## config.mk

```make
export PLATFORM = sky130hd
export DESIGN_NAME = clock_choice
export DESIGN_NICKNAME = d
export VERILOG_FILES = /design/src/rtl/clock_choice.sv
export SDC_FILE = /design/constraint.sdc
export NUM_CORES = 1
export LEC_CHECK = 0
export BUFFER_PORTS_ARGS = -buffer_cell sky130_fd_sc_hd__buf_2
export CORE_MARGIN = 8
export CORE_UTILIZATION = 61
export DETAILED_ROUTE_END_ITERATION = 8
export PLACE_DENSITY = 0.76
export SETUP_SLACK_MARGIN = 0.4
export SLEW_MARGIN = 5
export SYNTH_ARGS = -nofsm -noshare
export SYNTH_HDL_FRONTEND = slang
export SYNTH_SLANG_ARGS = --single-unit
```

## constraint.sdc

```tcl
create_clock -name clk -period 3.4 [get_ports clk]
set_input_delay 0.17 -clock clk [delete_from_list [all_inputs] [get_ports clk]]
set_output_delay 0.17 -clock clk [all_outputs]
set_load 0.03 [all_outputs]
```

## src/rtl/clock_choice.sv

```systemverilog
// clock_choice
//   Selects the system step clock: either a free-running clock divided down from
//   clk, or a manual single-step clock taken from a push-button. The output is a
//   registered, glitch-free level in the clk domain. A source switch is only taken
//   while both the output and the new source are low, so no runt pulse can appear.
//
// Optional feature macro: CLOCK_CHOICE_DEBOUNCE_EN
//   defined     - the button passes a counter debouncer (DEBOUNCE_CYCLES stable cycles)
//   not defined - the synchronized button level is used directly (3-edge latency)
//
// Parameters
//   FREE_HALF_PERIOD  clk cycles per half-period of the free-running clock (>= 1)
//   DEBOUNCE_CYCLES   stable clk cycles needed to accept a button change (>= 1)
//   CNT_W             width of the divider and debounce counters
//
// Ports
//   clk          in   system clock, rising edge
//   rst_n        in   asynchronous active-low reset
//   s            in   mode: 0 = free-running clock, 1 = button clock
//   BtnClk       in   raw asynchronous push-button level
//   ClockChoice  out  selected step clock, registered
module clock_choice #(
    parameter int unsigned FREE_HALF_PERIOD = 4,
    parameter int unsigned DEBOUNCE_CYCLES  = 16,
    parameter int unsigned CNT_W            = 16
) (
    input  logic clk,
    input  logic rst_n,
    input  logic s,
    input  logic BtnClk,
    output logic ClockChoice
);

    // Both counter end values must fit in CNT_W bits.
    if (FREE_HALF_PERIOD < 1 || DEBOUNCE_CYCLES < 1 ||
        ((FREE_HALF_PERIOD - 1) >> CNT_W) != 0 ||
        ((DEBOUNCE_CYCLES - 1) >> CNT_W) != 0) begin : gBadParams
        $error("clock_choice: parameter out of range");
    end

    localparam logic [CNT_W-1:0] DivLast = CNT_W'(FREE_HALF_PERIOD - 1);
    localparam logic [CNT_W-1:0] CntOne  = CNT_W'(1);

    logic             sMeta, sSync;
    logic             bMeta, bSync;
    logic [CNT_W-1:0] divCnt;
    logic             freeClk;
    logic             btnDb;
    logic             sel;
    logic             selD;
    logic             target;

    // Two-flop synchronizers for the asynchronous mode select and button.
    always_ff @(posedge clk or negedge rst_n) begin
        if (!rst_n) begin
            sMeta <= 1'b0;
            sSync <= 1'b0;
            bMeta <= 1'b0;
            bSync <= 1'b0;
        end else begin
            sMeta <= s;
            sSync <= sMeta;
            bMeta <= BtnClk;
            bSync <= bMeta;
        end
    end

    // Free-running divider; keeps running in button mode.
    always_ff @(posedge clk or negedge rst_n) begin
        if (!rst_n) begin
            divCnt  <= '0;
            freeClk <= 1'b0;
        end else if (divCnt == DivLast) begin
            divCnt  <= '0;
            freeClk <= ~freeClk;
        end else begin
            divCnt <= divCnt + CntOne;
        end
    end

`ifdef CLOCK_CHOICE_DEBOUNCE_EN
    localparam logic [CNT_W-1:0] DbLast = CNT_W'(DEBOUNCE_CYCLES - 1);

    logic [CNT_W-1:0] dbCnt;

    // Accept a new level only after it has differed from btnDb for
    // DEBOUNCE_CYCLES consecutive cycles; any return to btnDb restarts the count.
    always_ff @(posedge clk or negedge rst_n) begin
        if (!rst_n) begin
            dbCnt <= '0;
            btnDb <= 1'b0;
        end else if (bSync == btnDb) begin
            dbCnt <= '0;
        end else if (dbCnt == DbLast) begin
            dbCnt <= '0;
            btnDb <= bSync;
        end else begin
            dbCnt <= dbCnt + CntOne;
        end
    end
`else
    assign btnDb = bSync;
`endif

    // Switch only when the output and the requested source are both low.
    always_comb begin
        target = sSync ? btnDb : freeClk;
        selD   = sel;
        if (!ClockChoice && !target) begin
            selD = sSync;
        end
    end

    // The output follows the next selection, so the cycle a switch happens it
    // already shows the (low) new source instead of one last sample of the old one.
    always_ff @(posedge clk or negedge rst_n) begin
        if (!rst_n) begin
            sel         <= 1'b0;
            ClockChoice <= 1'b0;
        end else begin
            sel         <= selD;
            ClockChoice <= selD ? btnDb : freeClk;
        end
    end

endmodule

```

Yosys cells after proc, flatten, opt, wreduce, memory -nomap -nowiden
Index checks and enable logic that the tools add are counted.
Widths: inputs -> output; s select.
- bits in registers: 23
- input bits: 4
- output and inout bits: 1
- word-level logic and storage cells: 18
- add/sub/neg operators: 1
- equality and inequality tests: 1
- muxes and demuxes: 4
- bitwise logic cells: 1
- reduce and logical (&&, ||, !) cells: 3
- operators with widths (cell ; number):
    $add 16x1->16 const B ; 1
    $eq 16x2->1 const B ; 1
    $mux 16 ; 1
    $mux 1 ; 3
    $logic_not 1->1 ; 2
    $logic_and 1x1->1 ; 1
    $not 1->1 ; 1

Logic depth before layout (Yosys ltp)
Gate-level depths: netlist (run 1).
- word-level depth: 5
- mapped depth: 4
- depth with buffers taken out: 4

Worst setup path before layout (run 1)
Ideal clock, no wire load.
- path kind: reg-to-reg
- start: register divCnt[0]
- end: register divCnt[1]
- setup time: 0.119 ns
- arrival time: 1.194 ns
- data required time: 3.281 ns
- slack: 2.087 ns
- cell stages (with the launch flop): 5
- buffers on the path: 0
- period minus slack after synthesis: 1.313 ns
- cells stage by stage: dfrtp_1 ha_1 nor4b_1 nand4_1 and2_1
- word-level cells in the longest chain between the ends: 2
- elaborated cells on any way between the ends: 3
- classes of those cells: add/sub (1); eq/ne (1); mux (1)
- RTL lines (element ; RTL line ; text):
    from (decl) ; 46 ; logic [CNT_W-1:0] divCnt;
    from (signal assigned) ; 77 ; divCnt <= divCnt + CntOne;
    $add 16x1->16 / $eq 16x2->1 (equally long branches) ; 77, 73 ;
    $mux 16 * ; 73 ; end else if (divCnt == DivLast) begin
Mark *: on every way between the ends. The rest lies on a longest branch, timed or not.
A chain may end at the register's enable or synchronous reset.

Worst setup path after layout (run 1)
Ends and elaborated chain as after synthesis.

==> metrics.md, run 1 <==
| Metric | Value |
|---|---|
| Run status | `finished, final reports clean` |
| Fmax | `0.613 GHz` |
| Setup TNS | `0 ps` |
| Worst vdd ir | `0.364 mV` |
| Num rows | `14` |
| Die Area | `3120 sq um` |
| DP Wirelength | `1.15 mm` |
| Fin nets | `99` |
| CTS tree | `done` |
| GRT Overall Usage | `0.110` |
| Antenna violations before repair | `0` |
| CTS Buf Count | `3` |
| Synthesized instance count | `82` |
| Post-CTS Setup Bufs | `0` |
| Fraction of layout cells with a size suffix above 1 | `0.118` |
| Synthesized Nets | `87` |
| Utilization after layout | `0.707` |
| Tcrit/Tclk final | `0.480` |
| Boundary Pins | `5` |
| Vias per cell | `6.20` |
| Synthesis-to-layout area growth | `9.95%` |
| Worst Hold Class | `in -> async` |
| CTS max path bufs | `2` |
| Core area | `1510 sq um` |
| Slew Viols, Final | `0` |
| FF+latch count, synth | `23` |
| Synth Cell Area | `968 sq um` |
| Initial Utilization | `0.643` |
| # diodes | `0` |
| Worst setup path class | `reg -> reg` |
| Leakage power | `0.000502 uW` |
| RSZ-0062 raised after global routing | `false` |
| DR iter-0 viols | `7` |
| Final min period | `1630 ps` |
| Total number of vias | `676` |
| CTS Root Buffer Type | `clkbuf_4` |
| CP required | `3610 ps` |
| R2R depth | `4` |
| Syn avg cell area | `11.8 sq um` |
| Worst slack at placement | `1910 ps` |
| Global placer's final weighted congestion | `0.750` |
| Crit. End Element | `register` |
| Final Hold Violating Endpoints | `0` |
| Cell area after placement | `1010 sq um` |
| Slew margin rel. | `0.669` |
| Vias in the first global route | `621` |
| Post-route design area | `1060 sq um` |
| Sequential area share after synthesis | `0.594` |
| Routed len/inst | `15.5 um` |
| First-pass GRT wire length | `2.76 mm` |
| Startpoint Class | `register` |
| Count of final setup violators | `0` |
| Clock Sinks | `23` |
| Worst skew pair latency | `310 ps` |
| Number of max-cap violations | `0` |
| Yosys cell types | `21` |
| Largest net degree at the start of global routing | `24` |
| GRT overflow | `0` |
| Clk slew on worst S/H paths | `120 ps` |
| Port Buf Inserts | `4` |
| Post_cts resized | `0` |
| # hold bufs at CTS | `3` |
| DRT antenna net count | `0` |
| H-tree levels | `1` |
| Setup WS post-layout | `1770 ps` |
| PD cells | `402 nW/um^2` |
| Slew @ Worst Pin | `496 ps` |
| Die X | `55.8 um` |
| Die Y-Extent | `55.8 um` |
| CP arrival | `1840 ps` |
| CP max FO | `5` |
| 1st-pass router iterations | `4` |
| Final WL | `1.69 mm` |
| Post-route DRC | `0` |
| Yosys warns | `0` |
| Clk_skew | `4.24 ps` |
worst max-delay path: stages (launching register included):
cell     delay [ps]
dfrtp_1         400
ha_1            250
nor4b_1         430
nand4_1         230
and2_1          220
synthesized netlist by cell type, drive strengths merged:
library cell / count / share of area
o22a: 1 / 0.0090
and2: 1 / 0.0065
nor3: 4 / 0.021
a21oi: 1 / 0.0052
o21ai: 2 / 0.010
nand2: 5 / 0.019
and4: 1 / 0.0090
nor4b: 1 / 0.0090
nor2: 6 / 0.023
nand4: 4 / 0.032
xor2: 9 / 0.081
nor4: 7 / 0.052
xnor2: 6 / 0.054
dfrtp: 23 / 0.59
o21a: 1 / 0.0078
ha: 1 / 0.013
nand3: 6 / 0.041
inv: 3 / 0.012
logic make-up after synthesis:
group | share of synthesized area
AOI/OAI and AO/OA | 0.0323
xor gates and xnor gates | 0.136
adders and majority gates | 0.0129
buffers and inverters | 0.0116
DFF | 0.594
and+or+nand+nor | 0.213
per-layer routing:
layer	vias to the layer above	global-route usage	routed length (um)
li1	312	-	-
met1	333	0.129	769
met2	23	0.179	790
met3	8	0.0228	78
met4	0	0.0619	49
met5	-	0	0
sequential cells by signal (all words and copies together) (netlist names):
| register | flops |
|---|---|
| divCnt | 16 |
| ClockChoice | 1 |
| bMeta | 1 |
| sMeta | 1 |
| bSync | 1 |
| freeClk | 1 |
| sSync | 1 |
| sel | 1 |
where the power goes:
part	switching [uW]	total [uW]	leakage [uW]	internal, uW
Clock	77.4	123	0.0000150	45.8
Combinational	12.8	21.6	0.000185	8.78
Sequential	4.55	284	0.000303	279
Total	94.7	428	0.000502	334
layout make-up:
class | count | area, sq um
clock buffers | 4 | 26.3
fillers | 114 | 442
inverters | 3 | 11.3
multi-input cells | 56 | 382
flip-flops and latches | 23 | 576
well taps | 16 | 20.0
repair buffers | 7 | 50.0
through the flow:
stage | power [uW] | cells | hold WS [ps]
finish | 428 | 109 | 357
global route | 440 | 109 | 382
CTS | 429 | 109 | 368
detailed placement | 308 | 102 | 162
global placement | 307 | 102 | 154
floorplan | 298 | 82 | -126
final timing paths:
kind / slack (ps) / start / to
worst max-delay path: 1770 / divCnt[0] / divCnt[1]
worst min-delay path: 360 / rst_n / divCnt[13]
worst max register to register: 1770 / divCnt[0] / divCnt[1]
worst min register to register: 360 / bMeta / bSync
max in group asynchronous: 2710 / rst_n / divCnt[2]
min in group clk: 360 / bMeta / bSync
placed cells by master (no fill, tap or decap):
| cell | Yosys | routed |
|---|---|---|
| nor3_1 | 4 | 4 |
| nor2_1 | 6 | 6 |
| buf_2 | 0 | 4 |
| ha_1 | 1 | 1 |
| nand3_2 | 2 | 2 |
| and4_1 | 1 | 1 |
| o21a_1 | 1 | 1 |
| inv_1 | 3 | 3 |
| clkbuf_4 | 0 | 3 |
| o21ai_0 | 2 | 2 |
| dlygate4sd3_1 | 0 | 3 |
| nand3_1 | 4 | 4 |
| xnor2_1 | 6 | 6 |
| a21oi_1 | 1 | 1 |
| nor4_2 | 1 | 1 |
| clkbuf_1 | 0 | 1 |
| and2_1 | 1 | 1 |
| nor4b_1 | 1 | 1 |
| nand4_1 | 3 | 3 |
| nor4_1 | 6 | 6 |
| xor2_1 | 9 | 9 |
| nand2_1 | 5 | 5 |
| nand4_2 | 1 | 1 |
| dfrtp_1 | 23 | 23 |
| o22a_1 | 1 | 1 |
(Power assumes the default switching activity.)
==> inputs of run 2 (changes only) <==
--- a/config.mk
+++ b/config.mk
@@ -7,9 +7,9 @@
 export LEC_CHECK = 0
 export BUFFER_PORTS_ARGS = -buffer_cell sky130_fd_sc_hd__buf_2
 export CORE_MARGIN = 8
-export CORE_UTILIZATION = 61
+export CORE_UTILIZATION = 51
 export DETAILED_ROUTE_END_ITERATION = 8
-export PLACE_DENSITY = 0.76
+export PLACE_DENSITY = 0.68
 export SETUP_SLACK_MARGIN = 0.4
 export SLEW_MARGIN = 5
 export SYNTH_ARGS = -nofsm -noshare
==> constraint.sdc (replaced) <==
create_clock -name clk -period 1.5 [get_ports clk]
set_input_delay 0.075 -clock clk [delete_from_list [all_inputs] [get_ports clk]]
set_output_delay 0.075 -clock clk [all_outputs]
set_load 0.03 [all_outputs]
==> metrics.md, run 2 (synthesis results as in run 1) <==
| Metric | Value |
|---|---|
| Run status | `finished, final reports clean` |
| 1st-pass router iterations | `3` |
| CTS max path bufs | `2` |
| Clk slew on worst S/H paths | `130 ps` |
| Startpoint Class | `register` |
| DR iter-0 viols | `7` |
| H-tree levels | `1` |
| Placed cell count | `111` |
| Boundary Pins | `5` |
| Die Area | `3550 sq um` |
| PD cells | `646 nW/um^2` |
| Setup TNS | `0 ps` |
| Biggest register | `divCnt` |
| Worst r2r src | `divCnt[10]` |
| Worst slack at placement | `201 ps` |
| # diodes | `0` |
| Fillers | `100` |
| Final Non-Filler Cells | `139` |
| Most frequent cells in the layout | `dfrtp_1 (14), buf_4 (14), xor2_1 (9), dfrtp_2 (9), xnor2_1 (6)` |
| Slew @ Worst Pin | `503 ps` |
| Number of max-cap violations | `0` |
| RSZ-0062 raised after global routing | `true` |
| Crit path from | `divCnt[10]` |
| Worst vdd ir | `0.536 mV` |
| Total number of vias | `721` |
| Vias in the first global route | `742` |
| Final min period | `1330 ps` |
| CTS Root Buffer Type | `clkbuf_4` |
| Leakage power | `0.000748 uW` |
| Num rows | `15` |
| Vias per cell | `5.19` |
| Largest net degree at the start of global routing | `24` |
| First-pass GRT wire length | `3.36 mm` |
| Worst Hold Class | `in -> async` |
| Global placer's final weighted congestion | `0.753` |
| GRT Overall Usage | `0.125` |
| Tcrit/Tclk final | `0.885` |
| Crit. End Element | `register` |
| Die X | `59.6 um` |
| CTS tree | `done` |
| Delay-heaviest family, CP | `simple AND/OR/NAND/NOR gates` |
| Fin nets | `120` |
| Clk_skew | `7.27 ps` |
| Antenna violations before repair | `0` |
| Clock Sinks | `23` |
| DRT antenna net count | `0` |
| Initial Utilization | `0.549` |
| Slew Viols, Final | `0` |
| Routed len/inst | `16.3 um` |
| GRT overflow | `0` |
| Setup WS post-layout | `173 ps` |
| Crit path max-delay cell type | `dfrtp_1` |
| Synthesis-to-layout area growth | `55.6%` |
| Die Y-Extent | `59.6 um` |
| Worst skew pair latency | `300 ps` |
| Fmax | `0.753 GHz` |
| Count of final setup violators | `0` |
| Port Buf Inserts | `4` |
| DP Wirelength | `1.15 mm` |
| CTS Buf Count | `3` |
| Worst setup path class | `reg -> reg` |
| Post-route DRC | `0` |
| CP arrival | `1530 ps` |
| Fraction of layout cells with a size suffix above 1 | `0.518` |
| Number of buffers and inverters on the critical path | `0` |
| Critical Path, Cell by Cell | `nor4_2 > nand4_1 > and2_1` |
| Final WL | `2.26 mm` |
| Worst hold margin | `251 ps` |
| Slew margin rel. | `0.664` |
| CP required | `1700 ps` |
| Core area | `1760 sq um` |
| Max reg flops | `16` |
| Final Hold Violating Endpoints | `0` |
| Crit-path max cell delay | `460 ps` |
| CP max FO | `4` |
[run 2: cell types whose count changed in the layout (fill, tap and decap cells not counted), sizes merged]
cell / before / now
buf: 4 / 25
clkbuf: 4 / 3
clkinv: 0 / 1
[run 2: worst paths after layout]
path                       slack, ps         to  depth (start not counted)
setup / recovery                 170  divCnt[1]                          3
hold / removal                   250  divCnt[9]                          2
setup reg to reg                 170  divCnt[1]                          3
hold reg to reg                  370      sSync                          0
max in group asynchronous        870  divCnt[0]                          2
min in group clk                 370      sSync                          0
[run 2: through the flow]
step,cell area [sq um],util,total power [uW]
floorplan,1030,-,675
CTS,1320,0.748,986
global placement,1080,0.615,697
global route,1510,0.854,1020
finish,1510,0.854,974
detailed placement,1080,0.615,699
[run 2: layout make-up]
type / instances / area [sq um] / share of cell area
multi-input combinational: 56 / 598 / 0.397
inverter: 3 / 11.3 / 0.00748
timing repair buffer: 28 / 251 / 0.167
sequential: 23 / 587 / 0.390
clock inverter: 1 / 5.00 / 0.00332
clock buffer: 3 / 22.5 / 0.0150
tap: 25 / 31.3 / 0.0208
[run 2: layer usage]
layer,up-vias,GRT usage,share of wire
met2,4,0.193,0.51
met3,2,0.0195,0.012
met1,359,0.169,0.48
met5,-,0,0
met4,0,0.0510,0.0044
li1,356,-,-
[run 2: repair_timing]
action	in CTS	in global routing
setup buffers	11	10
resized for setup	19	17
endpoints found under the setup margin	13	15
endpoints found under the hold margin	25	0
pin swaps	9	18
hold buffers	3	0
[run 2: power by group]
part | internal, uW | total (uW) | switching [uW]
sequential | 633 | 643 | 10.3
clock | 99.2 | 282 | 183
combinational | 19.8 | 48.6 | 28.8
==> inputs of run 3 (changes only) <==
--- a/config.mk
+++ b/config.mk
@@ -5,10 +5,10 @@
 export SDC_FILE = /design/constraint.sdc
 export NUM_CORES = 1
 export LEC_CHECK = 0
-export BUFFER_PORTS_ARGS = -buffer_cell sky130_fd_sc_hd__buf_2
 export CORE_MARGIN = 8
-export CORE_UTILIZATION = 51
+export CORE_UTILIZATION = 53
 export DETAILED_ROUTE_END_ITERATION = 8
+export DONT_BUFFER_PORTS = 1
 export PLACE_DENSITY = 0.68
 export SETUP_SLACK_MARGIN = 0.4
 export SLEW_MARGIN = 5
==> metrics.md, run 3 (synthesis results as in run 1) <==
| Metric | Value |
|---|---|
| Run status | `finished, violations left` |
| Failing checks | `hold timing` |
| H-tree levels | `1` |
| Global placer's final weighted congestion | `0.710` |
| Final min period | `1260 ps` |
| Crit path max-delay cell type | `dfrtp_2` |
| Total number of vias | `699` |
| Crit-path max cell delay | `480 ps` |
| Slew margin rel. | `0.326` |
| Reg power frac | `0.673` |
| Slew @ Worst Pin | `1010 ps` |
| Combinational group share of total power | `0.035` |
| Worst Hold Class | `in -> async` |
| Number of max-cap violations | `0` |
| DR iter-0 viols | `12` |
| GRT Overall Usage | `0.125` |
| Final Hold Violating Endpoints | `23` |
| CP required | `1710 ps` |
| Cell area after placement | `1060 sq um` |
| Critical Path, Cell by Cell | `nor4_2 > nand4_1 > and2_1` |
| Largest net degree at the start of global routing | `24` |
| Delay-heaviest family, CP | `simple AND/OR/NAND/NOR gates` |
| Vias per cell | `5.46` |
| Fin nets | `109` |
| Reg2reg setup slack | `240 ps` |
| RSZ-0062 raised after global routing | `true` |
| DRT antenna net count | `0` |
| 1st-pass router iterations | `4` |
| Synthesis-to-layout area growth | `36.7%` |
| Clk_skew | `1.27 ps` |
| Worst setup path class | `reg -> reg` |
| Startpoint Class | `register` |
| Setup TNS | `0 ps` |
| Die X | `58.7 um` |
| Post-route design area | `1320 sq um` |
| Crit. path cell count | `3` |
| R2R depth | `3` |
| PD cells | `731 nW/um^2` |
| Crit path from | `divCnt[6]` |
| Most frequent cells in the layout | `buf_4 (14), dfrtp_1 (12), dfrtp_2 (11), xor2_1 (9), xnor2_1 (6)` |
| Port Buf Inserts | `0` |
| Worst vdd ir | `0.532 mV` |
| Worst r2r src | `divCnt[6]` |
| Antenna violations before repair | `0` |
| Core area | `1730 sq um` |
| Biggest register | `divCnt` |
| # diodes | `0` |
| R2r endpoint | `divCnt[1]` |
| First-pass GRT wire length | `3.22 mm` |
| Clock network fraction of design power | `0.292` |
| Routed len/inst | `15.8 um` |
| Die Y-Extent | `58.7 um` |
| Count of final setup violators | `0` |
| Boundary Pins | `5` |
| Worst skew pair latency | `310 ps` |
| Num rows | `15` |
| CTS tree | `done` |
| End point of the critical path | `divCnt[1]` |
| Die Area | `3450 sq um` |
| Fraction of layout cells with a size suffix above 1 | `0.447` |
| CTS Root Buffer Type | `clkbuf_4` |
| CTS Buf Count | `3` |
| Post-route DRC | `0` |
| Leakage power | `0.000608 uW` |
| Vias in the first global route | `690` |
| Number of buffers and inverters on the critical path | `0` |
| Fmax | `0.794 GHz` |
| Slew Viols, Final | `0` |
| CTS max path bufs | `2` |
| CP max FO | `4` |
| Worst hold margin | `-4.80 ps` |
| Commonest non-fill, non-tap cell in the layout | `buf_4` |
| DP Wirelength | `1.20 mm` |
| Initial Utilization | `0.561` |
| Final WL | `2.02 mm` |
| CP arrival | `1470 ps` |
| Tcrit/Tclk final | `0.839` |
| Clock Sinks | `23` |
| GRT overflow | `0` |
| Max reg flops | `16` |
| Int Pwr | `751 uW` |
| Switching component of the power | `216 uW` |
| Clk slew on worst S/H paths | `120 ps` |
| Switching Fraction | `0.223` |
| Crit. End Element | `register` |
run 3: cell types whose count changed in the layout (fill, tap and decap cells not counted), moves of 2 or more:
cell,previous run,this run
buf_12,2,0
buf_2,4,0
buf_6,5,0
dfrtp_1,14,12
dfrtp_2,9,11
nor3_2,0,2
nor3_4,3,1
nor4_2,2,5
nor4_4,5,2
run 3: worst min path at each step:
stage / from / slack, ps / depth (start not counted) / end
finish: rst_n / -5 / 1 / divCnt[4]
global route: rst_n / 70 / 1 / divCnt[4]
CTS: BtnClk / 310 / 1 / bMeta
detailed placement: rst_n / -220 / 0 / divCnt[5]
global placement: rst_n / -220 / 0 / divCnt[3]
floorplan: rst_n / -220 / 0 / ClockChoice
run 3: power groups by stage:
| stage | clock, uW | sequential, uW | combinational [uW] |
|---|---|---|---|
| 3_3_place_gp | 0 | 663 | 15.5 |
| 2_1_floorplan | 0 | 660 | 14.7 |
| 4_1_cts | 290 | 651 | 34.5 |
| 6_report | 282 | 651 | 34.2 |
| 3_5_place_dp | 0 | 663 | 16.3 |
| 5_1_grt | 316 | 653 | 40.1 |
run 3: repair_timing:
| action | in CTS | in global routing |
|---|---|---|
| setup endpoints to repair | 14 | 39 |
| endpoints found under the hold margin | 25 | 0 |
| pin swaps | 5 | 6 |
| hold buffers | 3 | 0 |
| setup buffers | 6 | 8 |
| gates resized for setup | 13 | 10 |
run 3: routing by layer:
layer / global-route usage / vias up / wire, um
li1: - / 331 / -
met1: 0.157 / 357 / 909
met2: 0.193 / 6 / 1020
met3: 0.0261 / 5 / 41
met4: 0.0717 / 0 / 42
met5: 0 / - / 0
run 3: through the flow:
step,setup slack [ps],instances,power (uW),util
2_1_floorplan,351,82,675,-
3_3_place_gp,216,107,678,0.617
3_5_place_dp,197,107,680,0.617
4_1_cts,227,120,975,0.714
5_1_grt,176,128,1010,0.767
6_report,241,128,967,0.767
run 3: layout make-up:
| cell class | instances | area [sq um] |
|---|---|---|
| flip-flops and latches | 23 | 589 |
| multi-input cells | 56 | 528 |
| fillers | 110 | 403 |
| repair buffers | 17 | 138 |
| well taps | 25 | 31.3 |
| clock buffers | 4 | 26.3 |
| inverters | 3 | 11.3 |
